## config.mk

```make
export PLATFORM = sky130hd
export DESIGN_NAME = adc_scan_ctrl_flat
export DESIGN_NICKNAME = d
export VERILOG_FILES = /design/src/rtl/adc_scan_ctrl_pkg.sv /design/src/rtl/adc_scan_ctrl_if.sv /design/src/rtl/adc_scan_ctrl_sync2.sv /design/src/rtl/adc_scan_ctrl.sv /design/src/flat_wrapper.sv
export SDC_FILE = /design/constraint.sdc
export NUM_CORES = 1
export LEC_CHECK = 0
export CELL_PAD_IN_SITES_DETAIL_PLACEMENT = 1
export CELL_PAD_IN_SITES_GLOBAL_PLACEMENT = 2
export CORE_UTILIZATION = 35
export DETAILED_ROUTE_END_ITERATION = 16
export PLACE_DENSITY_LB_ADDON = 0.05
export SKIP_CTS_REPAIR_TIMING = 1
export SLEW_MARGIN = 5
export SYNTH_ARGS = -nofsm -noshare
export SYNTH_HDL_FRONTEND = slang
export SYNTH_SLANG_ARGS = --single-unit
```

## constraint.sdc

```tcl
create_clock -name clk -period 3.62 [get_ports clk]
set_input_delay 0.362 -clock clk [delete_from_list [all_inputs] [get_ports clk]]
set_output_delay 0.362 -clock clk [all_outputs]
set_load 0.01 [all_outputs]
```

## src/rtl/adc_scan_ctrl_pkg.sv

```systemverilog
`default_nettype none
// ============================================================================
// Module      : adc_scan_ctrl_pkg
// Description : Shared types and constants for the ADC scan sequencer:
//               FSM state encoding, channel indices, default timing values
//               and the round-robin channel step helper.
// Revision    : 1.0 - initial release
// ============================================================================
package adc_scan_ctrl_pkg;

    typedef enum logic [2:0] {
        ST_IDLE   = 3'd0,
        ST_SETTLE = 3'd1,
        ST_START  = 3'd2,
        ST_WAIT   = 3'd3,
        ST_RD_HI  = 3'd4,
        ST_RD_LO  = 3'd5,
        ST_STORE  = 3'd6
    } state_t;

    localparam logic [1:0] CH_TEMP = 2'd0;
    localparam logic [1:0] CH_SETT = 2'd1;
    localparam logic [1:0] CH_TIME = 2'd2;

    localparam int DEF_SETTLE  = 15;
    localparam int DEF_TIMEOUT = 255;
    localparam int DEF_RD_HOLD = 2;

    // Round-robin step 0->1->2->0; the unused code 3 also maps back to 0.
    function automatic logic [1:0] next_ch(input logic [1:0] ch);
        logic [1:0] nxt;
        case (ch)
            CH_TEMP: nxt = CH_SETT;
            CH_SETT: nxt = CH_TIME;
            default: nxt = CH_TEMP;
        endcase
        return nxt;
    endfunction

endpackage
`default_nettype wire

```

## src/rtl/adc_scan_ctrl_if.sv

```systemverilog
`default_nettype none
// ============================================================================
// Module      : adc_scan_ctrl_if
// Description : Bundle of the scan controller's ADC bus, scan control and
//               holding-register outputs. master = controller side,
//               slave = ADC / system side.
// Revision    : 1.0 - initial release
// ============================================================================
interface adc_scan_ctrl_if;
    logic       enable;
    logic       adc_int;
    logic [3:0] adc_data;
    logic       adc_start;
    logic       adc_rd;
    logic       nibble_sel;
    logic [1:0] ch_sel;
    logic [7:0] current_temp;
    logic [7:0] set_temp;
    logic [3:0] set_time;
    logic       sample_valid;
    logic       scan_done;
    logic       timeout_err;

    modport master (
        input  enable, adc_int, adc_data,
        output adc_start, adc_rd, nibble_sel, ch_sel,
               current_temp, set_temp, set_time,
               sample_valid, scan_done, timeout_err
    );

    modport slave (
        output enable, adc_int, adc_data,
        input  adc_start, adc_rd, nibble_sel, ch_sel,
               current_temp, set_temp, set_time,
               sample_valid, scan_done, timeout_err
    );
endinterface
`default_nettype wire

```

## src/rtl/adc_scan_ctrl_sync2.sv

```systemverilog
`default_nettype none
// ============================================================================
// Module      : adc_scan_ctrl_sync2
// Description : Two-flop synchronizer with asynchronous active-low reset.
//               Reset value is selectable so active-low inputs reset to
//               their inactive level.
// Revision    : 1.0 - initial release
// ============================================================================
module adc_scan_ctrl_sync2 #(
    parameter logic RESET_VAL = 1'b1
) (
    input  wire logic clk,
    input  wire logic rst,
    input  wire logic d,
    output logic      q
);

    logic r_meta;
    logic r_sync;

    // Two-stage capture of the asynchronous input.
    always_ff @(posedge clk or negedge rst) begin
        if (!rst) begin
            r_meta <= RESET_VAL;
            r_sync <= RESET_VAL;
        end else begin
            r_meta <= d;
            r_sync <= r_meta;
        end
    end

    assign q = r_sync;

endmodule
`default_nettype wire

```

## src/rtl/adc_scan_ctrl.sv

```systemverilog
`default_nettype none
// ============================================================================
// Module      : adc_scan_ctrl
// Description : Round-robin scan sequencer for a shared 4-bit-bus ADC.
//               Per channel: select mux, settle, start conversion, wait for
//               end-of-conversion, read two nibbles, update holding register.
// Revision    : 1.0 - initial release
// ============================================================================
module adc_scan_ctrl
    import adc_scan_ctrl_pkg::*;
#(
    parameter int SETTLE  = DEF_SETTLE,
    parameter int TIMEOUT = DEF_TIMEOUT,
    parameter int RD_HOLD = DEF_RD_HOLD
) (
    input  wire logic         clk,
    input  wire logic         rst,
    adc_scan_ctrl_if.master   bus
);

    localparam int CNT_MAX = (SETTLE > TIMEOUT) ?
                             ((SETTLE  > RD_HOLD) ? SETTLE  : RD_HOLD) :
                             ((TIMEOUT > RD_HOLD) ? TIMEOUT : RD_HOLD);
    localparam int CNT_W   = $clog2(CNT_MAX + 1);

    localparam logic [CNT_W-1:0] SETTLE_LAST  = CNT_W'(SETTLE - 1);
    localparam logic [CNT_W-1:0] TIMEOUT_LAST = CNT_W'(TIMEOUT - 1);
    localparam logic [CNT_W-1:0] RD_LAST      = CNT_W'(RD_HOLD - 1);
    localparam logic [CNT_W-1:0] CNT_ONE      = CNT_W'(1);

    state_t           r_state;
    state_t           w_next;
    logic [CNT_W-1:0] r_cnt;
    logic             w_int_sync;
    logic             w_eoc;
    logic             w_timeout;
    logic             w_advance;
    logic             w_store_edge;
    logic             w_hi_capture;

    logic             r_adc_start;
    logic             r_adc_rd;
    logic             r_nibble_sel;
    logic             r_sample_valid;
    logic             r_scan_done;
    logic             r_timeout_err;
    logic             r_enable_q;
    logic [1:0]       r_ch_sel;
    logic [3:0]       r_sample_hi;
    logic [7:0]       r_current_temp;
    logic [7:0]       r_set_temp;
    logic [3:0]       r_set_time;

    adc_scan_ctrl_sync2 #(
        .RESET_VAL (1'b1)
    ) u_sync_int (
        .clk (clk),
        .rst (rst),
        .d   (bus.adc_int),
        .q   (w_int_sync)
    );

    assign w_eoc = ~w_int_sync;

    // Abandon a conversion once the wait budget is spent without eoc.
    assign w_timeout    = (r_state == ST_WAIT) && bus.enable && !w_eoc &&
                          (r_cnt == TIMEOUT_LAST);
    assign w_advance    = w_timeout || (r_state == ST_STORE);
    assign w_store_edge = (r_state == ST_RD_LO) && (w_next == ST_STORE);
    assign w_hi_capture = (r_state == ST_RD_HI) && (r_cnt == RD_LAST);

    // State register.
    always_ff @(posedge clk or negedge rst) begin
        if (!rst) begin
            r_state <= ST_IDLE;
        end else begin
            r_state <= w_next;
        end
    end

    // Next-state logic; dropping enable aborts any in-flight step.
    always_comb begin
        w_next = r_state;
        case (r_state)
            ST_IDLE: begin
                if (bus.enable) w_next = ST_SETTLE;
            end
            ST_SETTLE: begin
                if (!bus.enable)              w_next = ST_IDLE;
                else if (r_cnt == SETTLE_LAST) w_next = ST_START;
            end
            ST_START: begin
                if (!bus.enable) w_next = ST_IDLE;
                else             w_next = ST_WAIT;
            end
            ST_WAIT: begin
                if (!bus.enable)                 w_next = ST_IDLE;
                else if (w_eoc)                  w_next = ST_RD_HI;
                else if (r_cnt == TIMEOUT_LAST)  w_next = ST_SETTLE;
            end
            ST_RD_HI: begin
                if (!bus.enable)          w_next = ST_IDLE;
                else if (r_cnt == RD_LAST) w_next = ST_RD_LO;
            end
            ST_RD_LO: begin
                if (!bus.enable)          w_next = ST_IDLE;
                else if (r_cnt == RD_LAST) w_next = ST_STORE;
            end
            ST_STORE: begin
                w_next = bus.enable ? ST_SETTLE : ST_IDLE;
            end
            default: w_next = ST_IDLE;
        endcase
    end

    // Shared step counter: restarts on every state change, idle holds zero.
    always_ff @(posedge clk or negedge rst) begin
        if (!rst) begin
            r_cnt <= '0;
        end else if ((w_next != r_state) || (r_state == ST_IDLE)) begin
            r_cnt <= '0;
        end else begin
            r_cnt <= r_cnt + CNT_ONE;
        end
    end

    // Strobes registered from the next state so they track the state flops glitch-free.
    always_ff @(posedge clk or negedge rst) begin
        if (!rst) begin
            r_adc_start    <= 1'b0;
            r_adc_rd       <= 1'b0;
            r_nibble_sel   <= 1'b0;
            r_sample_valid <= 1'b0;
            r_scan_done    <= 1'b0;
        end else begin
            r_adc_start    <= (w_next == ST_START);
            r_adc_rd       <= (w_next == ST_RD_HI) || (w_next == ST_RD_LO);
            r_nibble_sel   <= (w_next == ST_RD_HI);
            r_sample_valid <= (w_next == ST_STORE);
            r_scan_done    <= ((w_next == ST_STORE) || w_timeout) &&
                              (r_ch_sel == CH_TIME);
        end
    end

    // Sample capture, holding registers (visible from the STORE cycle on), channel step.
    always_ff @(posedge clk or negedge rst) begin
        if (!rst) begin
            r_sample_hi    <= 4'h0;
            r_current_temp <= 8'h00;
            r_set_temp     <= 8'h00;
            r_set_time     <= 4'h0;
            r_ch_sel       <= CH_TEMP;
        end else begin
            if (w_hi_capture) begin
                r_sample_hi <= bus.adc_data;
            end
            if (w_store_edge) begin
                case (r_ch_sel)
                    CH_TEMP: r_current_temp <= {r_sample_hi, bus.adc_data};
                    CH_SETT: r_set_temp     <= {r_sample_hi, bus.adc_data};
                    CH_TIME: r_set_time     <= r_sample_hi;
                    default: ;
                endcase
            end
            if (w_advance) begin
                r_ch_sel <= next_ch(r_ch_sel);
            end else if (r_ch_sel == 2'd3) begin
                r_ch_sel <= CH_TEMP;
            end
        end
    end

    // Sticky timeout flag, cleared on a rising edge of enable.
    always_ff @(posedge clk or negedge rst) begin
        if (!rst) begin
            r_enable_q    <= 1'b0;
            r_timeout_err <= 1'b0;
        end else begin
            r_enable_q <= bus.enable;
            if (bus.enable && !r_enable_q) begin
                r_timeout_err <= 1'b0;
            end else if (w_timeout) begin
                r_timeout_err <= 1'b1;
            end
        end
    end

    assign bus.adc_start    = r_adc_start;
    assign bus.adc_rd       = r_adc_rd;
    assign bus.nibble_sel   = r_nibble_sel;
    assign bus.ch_sel       = r_ch_sel;
    assign bus.current_temp = r_current_temp;
    assign bus.set_temp     = r_set_temp;
    assign bus.set_time     = r_set_time;
    assign bus.sample_valid = r_sample_valid;
    assign bus.scan_done    = r_scan_done;
    assign bus.timeout_err  = r_timeout_err;

endmodule
`default_nettype wire

```

## src/flat_wrapper.sv

```systemverilog
// flat-port wrapper written by rule: the top's interface ports become plain ports
module adc_scan_ctrl_flat import adc_scan_ctrl_pkg::*;
#(
    parameter int SETTLE  = DEF_SETTLE,
    parameter int TIMEOUT = DEF_TIMEOUT,
    parameter int RD_HOLD = DEF_RD_HOLD
)
  (clk, rst, bus_enable, bus_adc_int, bus_adc_data, bus_adc_start, bus_adc_rd, bus_nibble_sel, bus_ch_sel, bus_current_temp, bus_set_temp, bus_set_time, bus_sample_valid, bus_scan_done, bus_timeout_err);
  adc_scan_ctrl_if bus_i ();
  input  wire logic clk;
  input  wire logic rst;
  input wire logic [$bits(bus_i.enable)-1:0] bus_enable;
  input wire logic [$bits(bus_i.adc_int)-1:0] bus_adc_int;
  input wire logic [$bits(bus_i.adc_data)-1:0] bus_adc_data;
  output wire logic [$bits(bus_i.adc_start)-1:0] bus_adc_start;
  output wire logic [$bits(bus_i.adc_rd)-1:0] bus_adc_rd;
  output wire logic [$bits(bus_i.nibble_sel)-1:0] bus_nibble_sel;
  output wire logic [$bits(bus_i.ch_sel)-1:0] bus_ch_sel;
  output wire logic [$bits(bus_i.current_temp)-1:0] bus_current_temp;
  output wire logic [$bits(bus_i.set_temp)-1:0] bus_set_temp;
  output wire logic [$bits(bus_i.set_time)-1:0] bus_set_time;
  output wire logic [$bits(bus_i.sample_valid)-1:0] bus_sample_valid;
  output wire logic [$bits(bus_i.scan_done)-1:0] bus_scan_done;
  output wire logic [$bits(bus_i.timeout_err)-1:0] bus_timeout_err;
  assign bus_i.enable = bus_enable;
  assign bus_i.adc_int = bus_adc_int;
  assign bus_i.adc_data = bus_adc_data;
  assign bus_adc_start = bus_i.adc_start;
  assign bus_adc_rd = bus_i.adc_rd;
  assign bus_nibble_sel = bus_i.nibble_sel;
  assign bus_ch_sel = bus_i.ch_sel;
  assign bus_current_temp = bus_i.current_temp;
  assign bus_set_temp = bus_i.set_temp;
  assign bus_set_time = bus_i.set_time;
  assign bus_sample_valid = bus_i.sample_valid;
  assign bus_scan_done = bus_i.scan_done;
  assign bus_timeout_err = bus_i.timeout_err;
  adc_scan_ctrl #(.SETTLE(SETTLE), .TIMEOUT(TIMEOUT), .RD_HOLD(RD_HOLD)) u_core (.clk(clk), .rst(rst), .bus(bus_i));
endmodule
```

==> results.ini, run 1 <==
[synth]
netlist_area_mm2=0.00215
synth.distinct_cells=49
ys.warnings.count=0
avgSynthCellArea_um2=12.5
synth-compound-area-share=0.0500
synth_nets=183
async_flop_share=1.00
synth_simple_gate_area_frac=0.182
synth-main-ff-cell=dfrtp_1
synth_top_family_by_area=simple AND/OR/NAND/NOR gates
synthXorXnorAreaFrac=0.0285
ys_ff_latch=46
yosysSeqAreaShare=0.536
synth_cells=172
synthMuxAreaShare=0.154
synth-edff-count=0
synthAdderAreaFrac=0.0175

[routing]
drtIter0Drc=39
wl_per_cell_um=16.6
viasPerCell=5.21
drt_wl_total_mm=4.69
drc=0
postRouteAntennaNets=0
first_pass_iters=4
vias=1474

[power]
powerDensity_mw_per_mm2=377
p_switching_mw=0.203
peakVddDrop_mv=0.134
p_comb_frac=0.038
p_int_mw=0.811
clkPwrFrac=0.442
pwr-share-seq=0.520
cellLeakagePower_nw=1.21
total_power_mw=1.01
switching_share=0.200

[layout]
syn_to_final_growth_pct=25.0
layout-drive-gt1-share=0.221
final_cell_mix=44 x dfrtp_1, 34 x clkdlybuf4s50_1, 17 x mux2_2
final_common_cell=dfrtp_1
nets=218
antenna_cells=0

[cts]
clock_sinks=46
clk_latency_ns=0.29
cts_tree=done
htreeDepth=2
clock-root-buffer=clkbuf_8
cts_buffers=5
clk_pin_slew_worst_paths_ns=0.09
clk_path_buf_depth=2

[timing]
period_share=0.643
rsz0062_at_grt=no
max_freq_ghz=0.430
slew_headroom=0.311
finalSetupViolCount=0
worstMarginPinSlew_ns=1.03
tns_ns=0
hold_viol=0
finalClockSkew_ns=0.00736
fin_crit_ns=2.33
slew_violations=0

[global_route]
track_usage=0.168
grt_pass1_vias=1588
globalRoute.totalOverflow=0
grt_pass1_wl_mm=8.10
antenna_found_initial=0
grt_max_degree=47

[floorplanning]
fp-row-count=28
die_h_um=80.4
coreArea_mm2=0.00592
dieArea_mm2=0.00646
io_pins=36
die_w_um=80.4
initial_core_util=0.363

[place]
io_buffers=35
hpwl_mm=3.40
place_congestion=0.773

[critical_path]
crit_family=simple AND/OR/NAND/NOR gates
arrival_ns=2.51
slowest_delay_ns=0.59
critical_path_depth=4
required_ns=3.80
worstSetupPathType=register to register
r2r_cells=4
cp_max_fo=8
start_kind=register
cp_num_buf_inv=0
crit_chain=nor4_4 -> nand4_4 -> or3_1 -> mux2_4
slowest_stage=or3_1
end_kind=register

[min_path]
hold_class=input port to asynchronous set/reset pin

[outcome]
status=finished, final reports clean

[flow_run]
cap_viol_max_count=0

[sequential cells by signal, summed over array words and instances (netlist names)]
name,count
u_core.bus.adc_rd,1
u_core.bus.adc_start,1
u_core.bus.ch_sel,2
u_core.bus.current_temp,8
u_core.bus.nibble_sel,1
u_core.bus.sample_valid,1
u_core.bus.scan_done,1
u_core.bus.set_temp,8
u_core.bus.set_time,4
u_core.bus.timeout_err,1
u_core.r_cnt,8
u_core.r_enable_q,1
u_core.r_sample_hi,4
u_core.r_state,3
u_core.u_sync_int.q,1
u_core.u_sync_int.r_meta,1
[worst register-to-register path: cells and delay by family, from the launching register on]
family | cells | cell delay (ns)
DFF | 1 | 0.48
muxes | 1 | 0.39
and+or+nand+nor | 3 | 1.35
[final cells by class]
cell class,count,area (um2)
clock inverter,3,68.8
tap,75,93.8
sequential,46,1150
multi-input combinational,111,928
inverter,8,30.0
fill,631,3230
timing repair buffer,35,345
clock buffer,5,68.8
[stage by stage]
step	setup slack [ns]	hold slack, ns	cells	area [um2]	utilization
floorplan	1.67	0.0664	172	2150	-
global placement	1.07	0.351	275	2550	0.431
detailed placement	0.982	0.350	275	2550	0.431
CTS	1.27	0.273	283	2690	0.454
global route	1.07	0.303	283	2690	0.454
finish	1.29	0.249	283	2690	0.454
[path summary, 6_finish.rpt]
| path | slack [ns] | endpoint | startpoint |
|---|---|---|---|
| max | 1.29 | u_core.bus.current_temp[1] | u_core.r_cnt[4] |
| min | 0.25 | u_core.bus.set_temp[3] | rst |
| max reg2reg | 1.29 | u_core.bus.current_temp[1] | u_core.r_cnt[4] |
| min reg2reg | 0.37 | u_core.u_sync_int.q | u_core.u_sync_int.r_meta |
| max in group asynchronous | 2.74 | u_core.bus.set_temp[4] | rst |
| min in group clk | 0.37 | u_core.u_sync_int.q | u_core.u_sync_int.r_meta |
[power groups by stage]
stage,combinational (mW),clock (mW),sequential [mW]
3_3_place_gp,0.0381,0,0.537
4_1_cts,0.0396,0.465,0.527
5_1_grt,0.0434,0.489,0.528
3_5_place_dp,0.0393,0,0.537
2_1_floorplan,0.0175,0,0.534
6_report,0.0384,0.448,0.527
[kinds of logic after synthesis]
kind of cell,after synthesis
and+or+nand+nor,59
DFF,46
AOI/OAI and AO/OA,15
muxes,27
xor gates and xnor gates,7
buffers and inverters,15
adders and majority gates,3
[routing by layer]
metal	wire length (um)	vias up	GRT usage
met3	149	5	0.0341
met1	2120	753	0.211
met5	0	-	0
met2	2380	28	0.287
li1	-	688	-
met4	46	0	0.0536
[synth_stat cells (2+ instances only)]
cell       n  area, um2
nand3_1    5       25.0
inv_1      8       30.0
nor2b_1    3       18.8
nand4_1    2       12.5
mux2_4     8        120
xor2_1     3       26.3
and3_1     2       12.5
mux2i_1    2       20.0
nor2_1     8       30.0
a21oi_1    2       10.0
or3_1      3       18.8
dfrtp_1   44       1100
nand2b_1   2       12.5
and4b_1    2       20.0
mux2_2    17        191
or3b_2     2       17.5
xnor2_1    4       35.0
nand2_1    6       22.5
clkbuf_1   4       15.0
ha_1       3       37.5
nor4_1    11       68.8
o21ai_0    3       15.0
dfstp_2    2       52.6
Note: power is estimated with default switching activity, not from simulation.
==> run 2, diff against run 1 <==
==> constraint.sdc (replaced) <==
create_clock -name clk -period 2.2 [get_ports clk]
set_input_delay 0.22 -clock clk [delete_from_list [all_inputs] [get_ports clk]]
set_output_delay 0.22 -clock clk [all_outputs]
set_load 0.01 [all_outputs]
==> results.ini, run 2 (synthesized netlist as in run 1, its figures left out) <==
[global_route]
antenna_found_initial=0  ; unchanged
globalRoute.totalOverflow=0  ; unchanged
track_usage=0.173  ; +0.00478
grt_pass1_wl_mm=8.28  ; +2.2%
grt_pass1_vias=1629  ; +2.6%
grt_max_degree=29  ; -38%

[min_path]
hold_class=input port to register
hold_path_end=u_core.u_sync_int.r_meta
min_delay_path_depth=1
hp-start=bus_adc_int

[critical_path]
rr_startpoint=u_core.r_cnt[1]
worstSetupPathType=register to register
crit_family=simple AND/OR/NAND/NOR gates
arrival_ns=2.19  ; -0.32 ns
cp_num_buf_inv=1  ; +1
slowest_delay_ns=0.47  ; -0.12 ns
start_kind=register
ff2ff_setup_slack_ns=0.19  ; -1.10 ns
slowest_stage=or3_4
rr_endpoint=u_core.bus.current_temp[1]
critical_path_depth=6  ; +2
cp_max_fo=8  ; unchanged
r2r_cells=6  ; +2
required_ns=2.39  ; -1.41 ns
crit_chain=inv_1 -> ha_1 -> and4bb_2 -> nand4_4 -> or3_4 -> mux2_4
end_kind=register
cp-startpoint=u_core.r_cnt[1]

[power]
cellLeakagePower_nw=1.26  ; +4.6%
p_switching_mw=0.346  ; +71%
clkPwrFrac=0.402  ; -0.040
powerDensity_mw_per_mm2=566  ; +50%
peakVddDrop_mv=0.244  ; +82%
p_int_mw=1.22  ; +51%
pwr-share-seq=0.553  ; +0.033
switching_share=0.221  ; +0.0205
p_comb_frac=0.045  ; +0.007

[timing]
slew_violations=0  ; unchanged
fin_crit_ns=2.01  ; -0.322 ns
rsz0062_at_grt=no
slew_headroom=0.615  ; +0.304
finalSetupViolCount=0  ; unchanged
period_share=0.912  ; +0.269
worstMarginPinSlew_ns=0.575  ; -0.459 ns
max_freq_ghz=0.499  ; +16%
whs_ns=0.323  ; +0.0740 ns
finalClockSkew_ns=0.00408  ; -0.00329 ns
hold_viol=0  ; unchanged

[cts]
clk_path_buf_depth=2  ; unchanged
clock-root-buffer=clkbuf_8
clock_sinks=46  ; unchanged
cts_tree=done
clk_latency_ns=0.30  ; about the same
clk_pin_slew_worst_paths_ns=0.09  ; about the same
htreeDepth=2  ; unchanged
cts_buffers=5  ; unchanged

[floorplanning]
io_pins=36  ; unchanged
dieArea_mm2=0.00646  ; unchanged
initial_core_util=0.363  ; unchanged
die_w_um=80.4  ; unchanged
coreArea_mm2=0.00592  ; unchanged
die_h_um=80.4  ; unchanged
fp-row-count=28  ; unchanged

[routing]
postRouteAntennaNets=0  ; unchanged
drtIter0Drc=73  ; +87%
wl_per_cell_um=17.0  ; +2.4%
viasPerCell=5.14  ; -1.3%
drt_wl_total_mm=5.01  ; +6.7%
drc=0  ; unchanged
vias=1516  ; +2.8%
first_pass_iters=4  ; unchanged

[place]
placed_cells=286  ; +4.0%
hpwl_mm=3.71  ; +9.1%
io_buffers=35  ; unchanged
place_congestion=0.781  ; +1.0%
placed_area_mm2=0.00263  ; +3.2%

[layout]
layout-drive-gt1-share=0.264  ; +0.0425
antenna_cells=0  ; unchanged
final_common_cell=dfrtp_1
final_cell_mix=44 x dfrtp_1, 34 x clkdlybuf4s50_1, 17 x mux2_2
syn_to_final_growth_pct=28.9
fin_area_mm2=0.00277  ; +3.1%
instances_no_fill=295  ; +4.2%
nets=230  ; +5.5%

[outcome]
status=finished, final reports clean

[flow_run]
cap_viol_max_count=0  ; unchanged

run 2: worst max path at each step:
stage	endpoint	slack, ns
after floorplan	u_core.bus.current_temp[0]	0.25
after global placement	u_core.bus.current_temp[3]	0.02
after detailed placement	u_core.r_cnt[5]	-0.02
after CTS	u_core.r_cnt[5]	-0.05
after global routing	u_core.r_cnt[5]	0.04
final	u_core.bus.current_temp[1]	0.19
run 2: power groups by stage:
stage	combinational, mW	sequential [mW]	clock, mW
floorplan	0.0288	0.879	0
global placement	0.0668	0.882	0
detailed placement	0.0694	0.884	0
CTS	0.0700	0.867	0.647
global route	0.0801	0.869	0.683
finish	0.0705	0.867	0.631
run 2: metal layers:
metal | vias to the layer above | part of all wire | global-route usage
li1 | 713 | - | -
met1 | 748 | 0.44 | 0.213
met2 | 45 | 0.50 | 0.294
met3 | 10 | 0.039 | 0.0352
met4 | 0 | 0.019 | 0.0679
met5 | - | 0 | 0
run 2: through the flow:
stage / total power [mW] / TNS (ns) / utilization / setup WS, ns
global route: 1.63 / 0 / 0.468 / 0.0370
global placement: 0.949 / 0 / 0.445 / 0.0238
floorplan: 0.908 / 0 / - / 0.255
detailed placement: 0.953 / -0.0226 / 0.445 / -0.0180
CTS: 1.58 / -0.243 / 0.463 / -0.0512
finish: 1.57 / 0 / 0.468 / 0.194
run 2: cell type report:
class	count	area [um2]
fill	640	3150
inverter	8	30.0
timing repair buffer	47	438
tap	75	93.8
multi-input combinational	111	947
sequential	46	1150
clock buffer	6	72.6
clock inverter	2	37.5
==> run 3, diff against run 2 <==
--- a/config.mk
+++ b/config.mk
@@ -8,6 +8,7 @@
 export CELL_PAD_IN_SITES_DETAIL_PLACEMENT = 1
 export CELL_PAD_IN_SITES_GLOBAL_PLACEMENT = 2
 export CORE_UTILIZATION = 35
+export CTS_BUF_LIST = sky130_fd_sc_hd__clkbuf_8
 export DETAILED_ROUTE_END_ITERATION = 16
 export PLACE_DENSITY_LB_ADDON = 0.05
 export SKIP_CTS_REPAIR_TIMING = 1
==> results.ini, run 3 (synthesized netlist as in run 1, its figures left out) <==
[layout]
final_common_cell=dfrtp_1
syn_to_final_growth_pct=28.9  ; unchanged
final_cell_mix=44 x dfrtp_1, 34 x clkdlybuf4s50_1, 17 x mux2_2
layout-drive-gt1-share=0.264  ; unchanged
antenna_cells=0  ; unchanged
nets=230  ; unchanged

[cts]
clock-root-buffer=clkbuf_8
clock_sinks=46  ; unchanged
cts_tree=done
htreeDepth=2  ; unchanged
cts_buffers=5  ; unchanged
clk_path_buf_depth=2  ; unchanged
clk_latency_ns=0.30  ; about the same
clk_pin_slew_worst_paths_ns=0.09  ; about the same

[timing]
timing.final.ws_setup_ns=0.194  ; unchanged
worstMarginPinSlew_ns=0.575  ; unchanged
fin_crit_ns=2.01  ; unchanged
period_share=0.912  ; unchanged
slew_violations=0  ; unchanged
finalClockSkew_ns=0.00408  ; unchanged
finalSetupViolCount=0  ; unchanged
rsz0062_at_grt=no
hold_viol=0  ; unchanged
slew_headroom=0.615  ; unchanged
max_freq_ghz=0.499  ; unchanged

[floorplanning]
io_pins=36  ; unchanged
coreArea_mm2=0.00592  ; unchanged
fp-row-count=28  ; unchanged
die_h_um=80.4  ; unchanged
initial_core_util=0.363  ; unchanged
die_w_um=80.4  ; unchanged
dieArea_mm2=0.00646  ; unchanged

[power]
cellLeakagePower_nw=1.27  ; +0.33%
total_power_mw=1.56  ; -0.26%
powerDensity_mw_per_mm2=564  ; -0.26%
peakVddDrop_mv=0.244  ; unchanged

[global_route]
track_usage=0.173  ; unchanged
antenna_found_initial=0  ; unchanged
grt_pass1_vias=1629  ; unchanged
grt_max_degree=29  ; unchanged
globalRoute.totalOverflow=0  ; unchanged
grt_pass1_wl_mm=8.28  ; unchanged

[routing]
wl_per_cell_um=17.0  ; unchanged
drt-met1-wl_mm=2.21  ; unchanged
postRouteAntennaNets=0  ; unchanged
viasPerCell=5.14  ; unchanged
vias=1516  ; unchanged
drtIter0Drc=73  ; unchanged
drt_wl_total_mm=5.01  ; unchanged
dr.max_layer_used=met4
first_pass_iters=4  ; unchanged
dr_wl_met3_um=195  ; unchanged
drc=0  ; unchanged
wl_met2_mm=2.50  ; unchanged

[critical_path]
crit_chain=inv_1 -> ha_1 -> and4bb_2 -> nand4_4 -> or3_4 -> mux2_4
end_kind=register
worstSetupPathType=register to register
start_kind=register
arrival_ns=2.19  ; about the same
cp_max_fo=8  ; unchanged
r2r_cells=6  ; unchanged
slowest_delay_ns=0.47  ; about the same
ff2ff_setup_slack_ns=0.19  ; about the same
slowest_stage=or3_4
required_ns=2.39  ; about the same

[flow_run]
cap_viol_max_count=0  ; unchanged

[min_path]
min_delay_path_depth=1  ; unchanged
hold_class=input port to register

[place]
io_buffers=35  ; unchanged
place_congestion=0.781  ; unchanged
dp_slack_ns=-0.0180  ; unchanged
hpwl_mm=3.71  ; unchanged

[outcome]
status=finished, final reports clean

-- run 3: cell types whose count changed in the layout (fill, tap and decap cells not counted), sizes merged --
cell / delta
inv: +1
clkbuf: -1
-- run 3: critical path, delay by kind of cell, from the launching register on --
family	cells	cell delay, ns
simple gates	3	0.93
flops	1	0.42
mux	1	0.33
fa+ha+maj	1	0.14
buf+inv	1	0.07
-- run 3: final cells by class --
cell class | count | area (um2)
tap | 75 | 93.8
clock inverter | 3 | 41.3
inverter | 8 | 30.0
fill | 640 | 3150
multi-input combinational | 111 | 947
clock buffer | 5 | 68.8
timing repair buffer | 47 | 438
sequential | 46 | 1150
-- run 3: path summary, 6_finish.rpt --
kind | start | end
setup / recovery | u_core.r_cnt[1] | u_core.bus.current_temp[1]
max in group asynchronous | rst | u_core.bus.set_temp[2]
min in group asynchronous | rst | u_core.bus.current_temp[3]
hold / removal | bus_adc_int | u_core.u_sync_int.r_meta
setup reg to reg | u_core.r_cnt[1] | u_core.bus.current_temp[1]
hold reg to reg | u_core.u_sync_int.r_meta | u_core.u_sync_int.q
-- run 3: power breakdown --
part           internal [mW]  total (mW)  switching (mW)
combinational         0.0279      0.0705          0.0426
clock                  0.335       0.627           0.292
sequential             0.855       0.867          0.0117
-- run 3: metal layers --
layer,vias up,GRT usage
met3,10,0.0352
met1,748,0.213
met2,45,0.294
met5,-,0
met4,0,0.0679
li1,713,-
-- run 3: through the flow --
| stage | instances | area, um2 | hold WS (ns) | setup TNS, ns | utilization |
|---|---|---|---|---|---|
| 3_5_place_dp | 286 | 2630 | 0.188 | -0.0226 | 0.445 |
| 4_1_cts | 294 | 2740 | -0.143 | -0.242 | 0.463 |
| 2_1_floorplan | 172 | 2150 | -0.0756 | 0 | - |
| 5_1_grt | 295 | 2770 | 0.320 | 0 | 0.468 |
| 6_report | 295 | 2770 | 0.323 | 0 | 0.468 |
| 3_3_place_gp | 286 | 2630 | 0.181 | 0 | 0.445 |
==> variant: new RTL, flow settings as in run 3 <==
Change the package constant `DEF_TIMEOUT` from 255 to 510.
--- a/src/rtl/adc_scan_ctrl_pkg.sv
+++ b/src/rtl/adc_scan_ctrl_pkg.sv
@@ -25,3 +25,3 @@
     localparam int DEF_SETTLE  = 15;
-    localparam int DEF_TIMEOUT = 255;
+    localparam int DEF_TIMEOUT = 510;
     localparam int DEF_RD_HOLD = 2;
Function: same outputs for any inputs over 10 cycles, from zero or initial values and one cycle with rst low; that may be too few to reach the edited logic, so the function may still have changed.
==> variant against run 3 <==
Global-route usage grew 0.49 points. Sequential cell count grew 1. Synthesized area decreased by 2.2%. Clock power shrank 18%. Clock skew rose by 0.0042 ns. Sequential share of layout area grew 1.0 points. Routed wire length is 1.5% higher. Final cell count rose by 1.7%. Worst setup slack lost 0.14 ns. Total power decreased by 5.8%. Cell area decreased by 0.27%. Synthesized cell count rose by 0.58%. Largest power group unchanged. Highest routed layer unchanged.
==> variant: results (changes against run 3) <==
CTS buffer count 5 (unchanged); fillers 605 (-5.5%); WL/cell 16.9 microns (-0.15%); top cells by area, synth dfrtp_1 54%, mux2_2 8.6%, mux2_1 4.3%, nor3_1 3.3%, dfstp_2 2.5%; Worst Path Max Fanout 4 (-4); largest reg by FF count u_core.r_cnt; met3 Usage GRT 4.23% (+0.71 points); outcome finished clean; M1 GR Usage 22.9% (+1.7 points); layout cells sized above 1 23.2% (-3.1 points); sequential area share after synthesis 56.0% (+2.4 points); clk_skew 0.00829 ns (+0.00422 ns); post-DP HPWL 3800 microns (+2.6%); initial antenna violation count 0 (unchanged); GRT met2 Usage 29.7% (+0.34 points); grt peak-use layer met2; clk_lat worst skew 0.30 ns (about the same); Data arrival, critical path 2.33 ns (+0.14 ns); reg2reg path depth 4 (-2); max FFs per register 9; leakage power 1.24 nW (-2.5%); min-delay worst type primary input to register; PortBufs 35 (unchanged); Place WS 0.0118 ns (+0.0298 ns); clk slew on worst S/H paths 0.09 ns (about the same); Synth Net Count 184 (+0.55%); GPL Wtd Cong 0.754 (-3.4%); ys async rst share 100% (unchanged); first-pass GRT wire length 8590 microns (+3.7%); GRT Resource Usage Total 17.8% (+0.49 points); peak supply drop 0.000339 V (+39%); DRT iter0 DRCs 70 (-4.1%); drt first pass iters 4 (unchanged); worst-margin pin slew 0.644 ns (+0.0690 ns); commonest cells in the netlist 45 x dfrtp_1, 16 x mux2_2, 14 x nor3_1; post-synth cell types 42 (-14%); ant diodes 0 (unchanged); vias in the first global route 1655 (+1.6%); Via density 5.13 (-0.11%); nets@finish 238 (+3.5%)
[variant: report_power, final]
part           internal (mW)  switching (mW)
Combinational         0.0317          0.0454
Sequential             0.872         0.00794
Clock                  0.224           0.293
Total                   1.13           0.346
[variant: layout make-up]
class | instances | area (sq um) | area share [%]
repair buffers | 52 | 475 | 17.2
multi-input cells | 114 | 907 | 32.8
well taps | 72 | 90.1 | 3.26
clock buffers | 5 | 68.8 | 2.49
clock inverters | 3 | 18.8 | 0.679
flip-flops and latches | 47 | 1180 | 42.6
inverters | 7 | 26.3 | 0.950
[variant: worst paths after layout]
kind / slack (ns) / endpoint / start
min in group asynchronous: 0.47 / u_core.bus.set_temp[5] / rst
setup / recovery: 0.06 / u_core.r_sample_hi[2] / u_core.r_cnt[4]
setup reg to reg: 0.06 / u_core.r_sample_hi[2] / u_core.r_cnt[4]
hold / removal: 0.34 / u_core.u_sync_int.r_meta / bus_adc_int
hold reg to reg: 0.36 / u_core.u_sync_int.q / u_core.u_sync_int.r_meta
max in group asynchronous: 1.13 / u_core.bus.set_temp[0] / rst
[variant: metrics by stage]
step / power, mW / utilization, % / cell area, sq um / instances
after global routing: 1.54 / 49.0 / 2770 / 300
after CTS: 1.50 / 48.3 / 2730 / 299
after floorplan: 0.918 / - / 2100 / 173
after detailed placement: 0.972 / 46.8 / 2640 / 291
after global placement: 0.969 / 46.8 / 2640 / 291
final: 1.47 / 49.0 / 2770 / 300
[variant: kinds of logic (layout without fill, tap and decap cells)]
logic type      count (synthesis)  in the layout  synth area share [%]
mux                            24             24                  12.8
flops                          47             47                  56.0
simple gates                   61             61                  17.9
xor+xnor                        7              7                  2.91
buf+inv                        12             67                  2.14
compound gates                 19             19                  6.37
fa+ha+maj                       3              3                  1.78
[variant: routing by layer]
metal | part of all wire, % | up-vias
met5 | 0 | -
li1 | - | 726
met2 | 51 | 25
met3 | 3.0 | 5
met4 | 0.83 | 0
met1 | 45 | 784
[variant: critical path, stage by stage, from the launching register on]
cell and delay, ns:
dfrtp_1 0.39, or4_4 0.58, or3_4 0.41, nor3_4 0.28
mux2_2 0.37
